`config.mk`:
```
export PLATFORM = sky130hd
export DESIGN_NAME = mul_qb_f_flat
export DESIGN_NICKNAME = d
export VERILOG_FILES = /design/src/rtl/mul_qb_f_pkg.sv /design/src/rtl/mul_qb_f_if.sv /design/src/rtl/mul_qb_f.sv /design/src/flat_wrapper.sv
export SDC_FILE = /design/constraint.sdc
export NUM_CORES = 1
export LEC_CHECK = 0
export ABC_CLOCK_PERIOD_IN_PS = 2400
export BUFFER_PORTS_ARGS = -buffer_cell sky130_fd_sc_hd__buf_2
export CAP_MARGIN = 10
export CORE_AREA = 4 4 138 140
export DETAILED_ROUTE_END_ITERATION = 16
export DIE_AREA = 0 0 142 144
export PLACE_DENSITY = 0.59
export SLEW_MARGIN = 10
export SYNTH_ARGS = -nofsm -noshare
export SYNTH_HDL_FRONTEND = slang
export SYNTH_SLANG_ARGS = --single-unit
export TNS_END_PERCENT = 50
```
`constraint.sdc`:
```
create_clock -name clk -period 2.4 [get_ports clk]
set_input_delay 0.36 -clock clk [delete_from_list [all_inputs] [get_ports clk]]
set_output_delay 0.36 -clock clk [all_outputs]
set_load 0.03 [all_outputs]
```
`src/rtl/mul_qb_f_pkg.sv`:
```
// Shared definitions for the mul_qb_f shift-add reconstructor (A = Q*B + F).
// Holds default operand widths, the derived result width and the FSM state type.
package mul_qb_f_pkg;

    // Default quotient width and divisor/remainder width.
    localparam int WQ_DEF = 22;
    localparam int WB_DEF = 5;

    // Result width: Q*B + F always fits in WQ+WB bits.
    localparam int WA_DEF = WQ_DEF + WB_DEF;

    // Controller states: wait for start, WB shift-add steps, publish result.
    typedef enum logic [1:0] {
        S_IDLE,
        S_ADD,
        S_DONE
    } state_e;

    // Width of an iteration counter that must reach wb-1 (at least one bit).
    function automatic int cnt_width(input int wb);
        return (wb > 1) ? $clog2(wb) : 1;
    endfunction

endpackage

```
`src/rtl/mul_qb_f_if.sv`:
```
// Operand/result bundle for mul_qb_f.
// The master drives operands and the level start request; the slave returns
// the result, the remainder-invalid flag and the one-cycle done pulse.
// Optional debug views bf_acc/bf_b exist only when MUL_QB_F_DBG_EN is defined.
interface mul_qb_f_if
    import mul_qb_f_pkg::*;
#(
    parameter int WQ = WQ_DEF,
    parameter int WB = WB_DEF
);
    logic [WQ-1:0]    Q;
    logic [WB-1:0]    B;
    logic [WB-1:0]    F;
    logic             st;
    logic [WQ+WB-1:0] A;
    logic             ok_mul;
    logic             err;
`ifdef MUL_QB_F_DBG_EN
    logic [WQ+WB-1:0] bf_acc;
    logic [WB-1:0]    bf_b;

    modport master (
        output Q, B, F, st,
        input  A, ok_mul, err, bf_acc, bf_b
    );

    modport slave (
        input  Q, B, F, st,
        output A, ok_mul, err, bf_acc, bf_b
    );
`else
    modport master (
        output Q, B, F, st,
        input  A, ok_mul, err
    );

    modport slave (
        input  Q, B, F, st,
        output A, ok_mul, err
    );
`endif

endinterface

```
`src/rtl/mul_qb_f.sv`:
```
// mul_qb_f: sequential shift-add reconstructor computing A = Q*B + F.
// Inverse of the lab divider; used beside it for round-trip checking.
// A rising edge on the level input st, seen in IDLE, starts WB shift-add
// iterations; the result, the err flag (F >= B) and a one-cycle ok_mul pulse
// appear WB+1 cycles after the start edge. Start edges while busy are dropped.
// Optional feature macro: MUL_QB_F_DBG_EN exposes the accumulator (bf_acc)
// and the shifting multiplier (bf_b) on the interface.
module mul_qb_f
    import mul_qb_f_pkg::*;
#(
    // Must match the widths of the connected mul_qb_f_if instance.
    parameter int WQ = WQ_DEF,
    parameter int WB = WB_DEF
) (
    input  logic       clk,
    input  logic       rst_n,
    mul_qb_f_if.slave  bus
);

    localparam int WA = WQ + WB;
    localparam int CW = cnt_width(WB);
    localparam logic [CW-1:0] CNT_LAST = CW'(WB - 1);

    state_e        state_q,   state_d;
    logic          st_d_q,    st_d_d;
    logic [WA-1:0] acc_q,     acc_d;
    logic [WA-1:0] mq_q,      mq_d;
    logic [WB-1:0] mb_q,      mb_d;
    logic [CW-1:0] cnt_q,     cnt_d;
    logic          err_r_q,   err_r_d;
    logic [WA-1:0] a_q,       a_d;
    logic          err_q,     err_d;
    logic          ok_mul_q,  ok_mul_d;
    logic          start;

    // Next-state, datapath step and output updates for the shift-add FSM.
    always_comb begin
        // NOTE: every signal gets a default first so no path leaves it
        // unassigned; a missed branch would otherwise infer a latch.
        state_d  = state_q;
        st_d_d   = bus.st;
        acc_d    = acc_q;
        mq_d     = mq_q;
        mb_d     = mb_q;
        cnt_d    = cnt_q;
        err_r_d  = err_r_q;
        a_d      = a_q;
        err_d    = err_q;
        ok_mul_d = 1'b0;

        // Only a rising edge of the level request counts as a start.
        start = bus.st & ~st_d_q;

        case (state_q)
            S_IDLE: begin
                if (start) begin
                    state_d = S_ADD;
                    acc_d   = WA'(bus.F);
                    mq_d    = WA'(bus.Q);
                    mb_d    = bus.B;
                    cnt_d   = '0;
                    // F >= B also covers B = 0; the sum is still exact.
                    err_r_d = (bus.F >= bus.B);
                end
            end

            S_ADD: begin
                if (mb_q[0]) begin
                    acc_d = acc_q + mq_q;
                end
                mq_d  = mq_q << 1;
                mb_d  = mb_q >> 1;
                cnt_d = cnt_q + 1'b1;
                if (cnt_q == CNT_LAST) begin
                    state_d = S_DONE;
                end
            end

            S_DONE: begin
                a_d      = acc_q;
                err_d    = err_r_q;
                ok_mul_d = 1'b1;
                state_d  = S_IDLE;
            end

            default: begin
                state_d = S_IDLE;
            end
        endcase
    end

    // State register; reset aborts any operation and clears every output.
    always_ff @(posedge clk or negedge rst_n) begin
        // NOTE: sequential state uses non-blocking assignments so all flops
        // sample their _d values from the same pre-edge snapshot.
        if (!rst_n) begin
            state_q  <= S_IDLE;
            st_d_q   <= 1'b0;
            acc_q    <= '0;
            mq_q     <= '0;
            mb_q     <= '0;
            cnt_q    <= '0;
            err_r_q  <= 1'b0;
            a_q      <= '0;
            err_q    <= 1'b0;
            ok_mul_q <= 1'b0;
        end else begin
            state_q  <= state_d;
            st_d_q   <= st_d_d;
            acc_q    <= acc_d;
            mq_q     <= mq_d;
            mb_q     <= mb_d;
            cnt_q    <= cnt_d;
            err_r_q  <= err_r_d;
            a_q      <= a_d;
            err_q    <= err_d;
            ok_mul_q <= ok_mul_d;
        end
    end

    assign bus.A      = a_q;
    assign bus.err    = err_q;
    assign bus.ok_mul = ok_mul_q;

`ifdef MUL_QB_F_DBG_EN
    // Debug views track the working registers directly, so they are 0 in reset.
    assign bus.bf_acc = acc_q;
    assign bus.bf_b   = mb_q;
`endif

endmodule

```
`src/flat_wrapper.sv`:
```
// flat-port wrapper written by rule: the top's interface ports become plain ports
module mul_qb_f_flat import mul_qb_f_pkg::*;
#(
                                                                   
    parameter int WQ = WQ_DEF,
    parameter int WB = WB_DEF
)
  (clk, rst_n, bus_Q, bus_B, bus_F, bus_st, bus_A, bus_ok_mul, bus_err);
  mul_qb_f_if #(.WQ(WQ), .WB(WB)) bus_i ();
  input  logic clk;
  input  logic rst_n;
  input wire logic [$bits(bus_i.Q)-1:0] bus_Q;
  input wire logic [$bits(bus_i.B)-1:0] bus_B;
  input wire logic [$bits(bus_i.F)-1:0] bus_F;
  input wire logic [$bits(bus_i.st)-1:0] bus_st;
  output wire logic [$bits(bus_i.A)-1:0] bus_A;
  output wire logic [$bits(bus_i.ok_mul)-1:0] bus_ok_mul;
  output wire logic [$bits(bus_i.err)-1:0] bus_err;
  assign bus_i.Q = bus_Q;
  assign bus_i.B = bus_B;
  assign bus_i.F = bus_F;
  assign bus_i.st = bus_st;
  assign bus_A = bus_i.A;
  assign bus_ok_mul = bus_i.ok_mul;
  assign bus_err = bus_i.err;
  mul_qb_f #(.WQ(WQ), .WB(WB)) u_core (.clk(clk), .rst_n(rst_n), .bus(bus_i));
endmodule
```
==> summary.md <==
The flow ran to the end, but the final reports show violations. The checks that failed: setup timing. The maximum number of pins on one net before global-route repair is 63, and the required arrival time at the worst endpoint is 2.67 ns. The HPWL after detailed placement is 9140 um. Using the TritonRoute via totals, the vias-per-cell ratio works out to 4.84. The number of global-route vias before repair was 4168; the final cell count without fillers was 870. The total area inside the core boundary comes to 17800 um^2. CTS saw 95 sinks. The highest net fanout along the worst path is 3. The logs give 0 for the total DRC errors in the routed layout and 30.7% for the share of total power in sequential cells. The critical path is of the flop to flop type. The timing-limited maximum frequency is 413 MHz, and the per-instance average area after synthesis is 9.96 um^2. The tools report the post-synthesis cell type count as 54. After detailed placement, the design holds a cell count of 848. The root buffer selected by CTS was clkbuf_16. The instance count of the mapped netlist was 530. During synthesis, Yosys emitted a total of 0 warnings.

The worst pin sits at a relative slew slack of 60.8%. In this run the vertical extent of the chip is 144 um. In the final routed layout, each cell accounts on average for 14.6 um. Via count of the routed design: 4208. The effective utilization at floorplan came out at 29.6%. The clock network burns 15.0% of the power. The count of buffers added on input and output ports is 63.

Final hold analysis gives a worst-case slack of 0.122 ns. For the number of search-and-repair iterations in the first detailed-routing pass, the log shows 4. For the switching component of the power, the log shows 3.87 mW. The share of the clock period used by the worst path came out at 101%.

Sequential cells were found to cover 45.0% of the synthesized design area. The die covers 20400 um^2. The time the final worst path needs with I/O delays and setup was 2.42 ns.

The number of antenna violations at the first check in global routing is 0, and the worst supply voltage drop on vdd is 0.594 mV. The final layout contains 705 nets. The horizontal die dimension is 142 um. Setup repair after global routing could not meet its margin everywhere.

Cell internal power was estimated by the tool at 5.16 mW. The initialized floorplan defines 49 standard-cell rows. TritonCTS created 9 clock buffers. The area taken by multi-input logic gates is 2970 um^2, and the net count after synthesis is 599. Counting flops with an async set or reset pin after synthesis yields a share of 100%.

In this run the cell area of the synthesized design comes to 5280 um^2. The post-route netlist has 31.7% of its cells at a drive strength greater than 1. The synthesized design contains 0 enable-type register cells. Combinational cells account for 54.3% of the total power.

The top-level port count is 64, and the final setup slack of the worst path is -0.0234 ns. The logs give 0 for the number of max-slew violations in the final report and 2 for the maximum clock insertion buffer count. The max-capacitance violation count is 0, and the clock-pin transition on the worst setup and hold timing paths is 0.07 ns. The logs give 3 for the maximum level of the CTS H-tree and 2380 um^2 for the area taken by flip-flops and latches. After synthesis the netlist holds a flip-flop and latch count of 95. 0 antenna diodes ended up in the layout.

The first global-routing pass estimated 20600 um of wire. The count of final hold-check violations came out at 0. In this run the power density over the cells is 1340 nW/um^2. The min-delay analysis places its worst path in the category input port to flop. The number of nets with antenna violations after routing is 0.

The switching fraction of total power is 42.8%. The run gives 12700 um as the total detailed-routing wirelength. TritonCTS built the clock tree.

Area overhead of the layout relative to synthesis: 28.1%. The leakage power of the design was 3.23 nW. STA classifies the critical path endpoint as a flop. The top flip-flop cell by instance count after synthesis is dfrtp_1. Fill cells in the final layout number 1772.

The actual transition at the worst max-transition pin was 0.588 ns. The tools report the nature of the critical path startpoint as a flop. For the final setup violation count, the log shows 1. Once layout is complete, the utilization of the core stands at 37.9%.

The total congestion overflow after global routing was 0; the total global-route track usage was 12.4%. The detailed router finished its first iteration with 204 violations. For the final database, setup skew stands at 0.00988 ns. At the end of routability-driven placement, the weighted congestion stood at 0.890.

The clock latency reported for the late side of the worst-skew pair was 0.35 ns; the arrival time at the worst endpoint was 2.70 ns.
cell families after synthesis:
| group | count (synthesis) | share of synthesized area (%) |
|---|---|---|
| compound gates | 144 | 17.1 |
| buf+inv | 43 | 3.25 |
| mux | 54 | 10.9 |
| xor+xnor | 19 | 3.15 |
| simple gates | 141 | 12.3 |
| flops | 95 | 45.0 |
| fa+ha+maj | 34 | 8.20 |
cell usage in the layout (no fill, tap or decap), types with 3 or more instances in the layout:
cell        instances
a21o_1             12
inv_1              16
nor2_1             17
ha_4                8
clkbuf_16           9
nand3_1             9
o21ai_0            57
a21oi_1            29
mux2_2             28
a21oi_2             3
xor2_1             10
nand2_1            75
and2_1              3
mux2i_1            26
o21ai_1             9
xnor2_1             8
a22o_1              3
nand2b_1           10
and3_1              5
ha_1               23
clkinvlp_4          3
buf_4              54
a21oi_4             3
dfrtp_1            95
buf_2              62
synthesized netlist by cell type, drive strengths merged (2+ instances only):
library cell | n | area (um^2)
nand3 | 10 | 50.1
a22o | 3 | 26.3
nor3 | 3 | 20.0
ha | 33 | 413
nand4 | 2 | 12.5
o21ai | 67 | 335
o21bai | 2 | 15.0
a211oi | 2 | 15.0
and2 | 4 | 26.3
nor2b | 3 | 18.8
mux2i | 26 | 260
a21oi | 35 | 175
clkbuf | 22 | 83.8
mux2 | 28 | 315
nand2b | 11 | 68.8
a2111oi | 2 | 36.3
buf | 4 | 23.8
dfrtp | 95 | 2380
nand2 | 75 | 282
xnor2 | 9 | 78.8
a21o | 12 | 90.1
nor2 | 18 | 67.6
and3 | 6 | 38.8
xor2 | 10 | 87.6
nor3b | 3 | 22.5
a31oi | 5 | 31.3
a22oi | 2 | 15.0
or3 | 2 | 12.5
o31ai | 4 | 43.8
inv | 17 | 63.8
power groups by stage:
stage	logic, mW	clock network, mW	registers (mW)
after floorplan	2.79	0	2.99
after global placement	4.46	0	2.72
after detailed placement	4.54	0	2.76
after CTS	4.62	1.39	2.75
after global routing	5.43	1.44	2.86
final	4.90	1.35	2.77
flip-flops by register name, indices dropped and copies added (netlist names):
register           flops
u_core.mb_q            5
u_core.acc_q          27
u_core.bus.A          27
u_core.bus.ok_mul      1
u_core.st_d_q          1
u_core.mq_q           27
u_core.bus.err         1
u_core.err_r_q         1
u_core.state_q         2
u_core.cnt_q           3
worst max-delay path: stages, from the launching register on:
cell,delay (ns)
dfrtp_1,0.41
ha_4,0.25
a21o_1,0.15
a21o_1,0.20
a221oi_4,0.37
o31ai_4,0.10
a2111oi_4,0.37
nor3_2,0.11
o21ba_1,0.20
a32oi_1,0.18
final cells by class:
class | instances | area share [%]
multi-input cells | 392 | 43.9
flip-flops and latches | 95 | 35.2
repair buffers | 121 | 11.7
well taps | 229 | 4.24
clock buffers | 10 | 3.39
inverters | 17 | 0.944
clock inverters | 6 | 0.666
worst paths after layout:
kind,startpoint,to,slack (ns),cells after the start
setup / recovery,u_core.acc_q[5],u_core.acc_q[26],-0.02,9
hold / removal,bus_st,u_core.st_d_q,0.12,1
min in group asynchronous,rst_n,u_core.bus.ok_mul,0.39,2
setup reg to reg,u_core.acc_q[5],u_core.acc_q[26],-0.02,9
hold reg to reg,u_core.bus.A[12],u_core.bus.A[12],0.50,1
max in group asynchronous,rst_n,u_core.mq_q[9],1.38,3
through the flow:
step           setup WS, ns  setup TNS, ns  power (mW)  instance area [um^2]
2_1_floorplan       -0.0272        -0.0272        5.78                  5310
3_3_place_gp        0.00128              0        7.18                  6240
3_5_place_dp        -0.0825         -0.144        7.29                  6240
4_1_cts             -0.0370        -0.0422        8.76                  6560
5_1_grt              -0.144         -0.401        9.73                  6760
6_report            -0.0234        -0.0234        9.03                  6760
timing repair:
| action | CTS | global route |
|---|---|---|
| pin swaps | 2 | 18 |
| endpoints found under the hold margin | 12 | 0 |
| setup buffers | 0 | 5 |
| endpoints found under the setup margin | 7 | 10 |
| hold buffers | 1 | 0 |
| resized for setup | 7 | 28 |
routing by layer:
metal / vias to the layer above / global-route usage [%] / share of wire (%)
met5: - / 0 / 0
met4: 0 / 3.99 / 1.3
met3: 16 / 3.34 / 4.9
met2: 92 / 19.7 / 47
met1: 2009 / 16.6 / 47
li1: 2091 / - / -
Power figures use the tool's default switching activity.
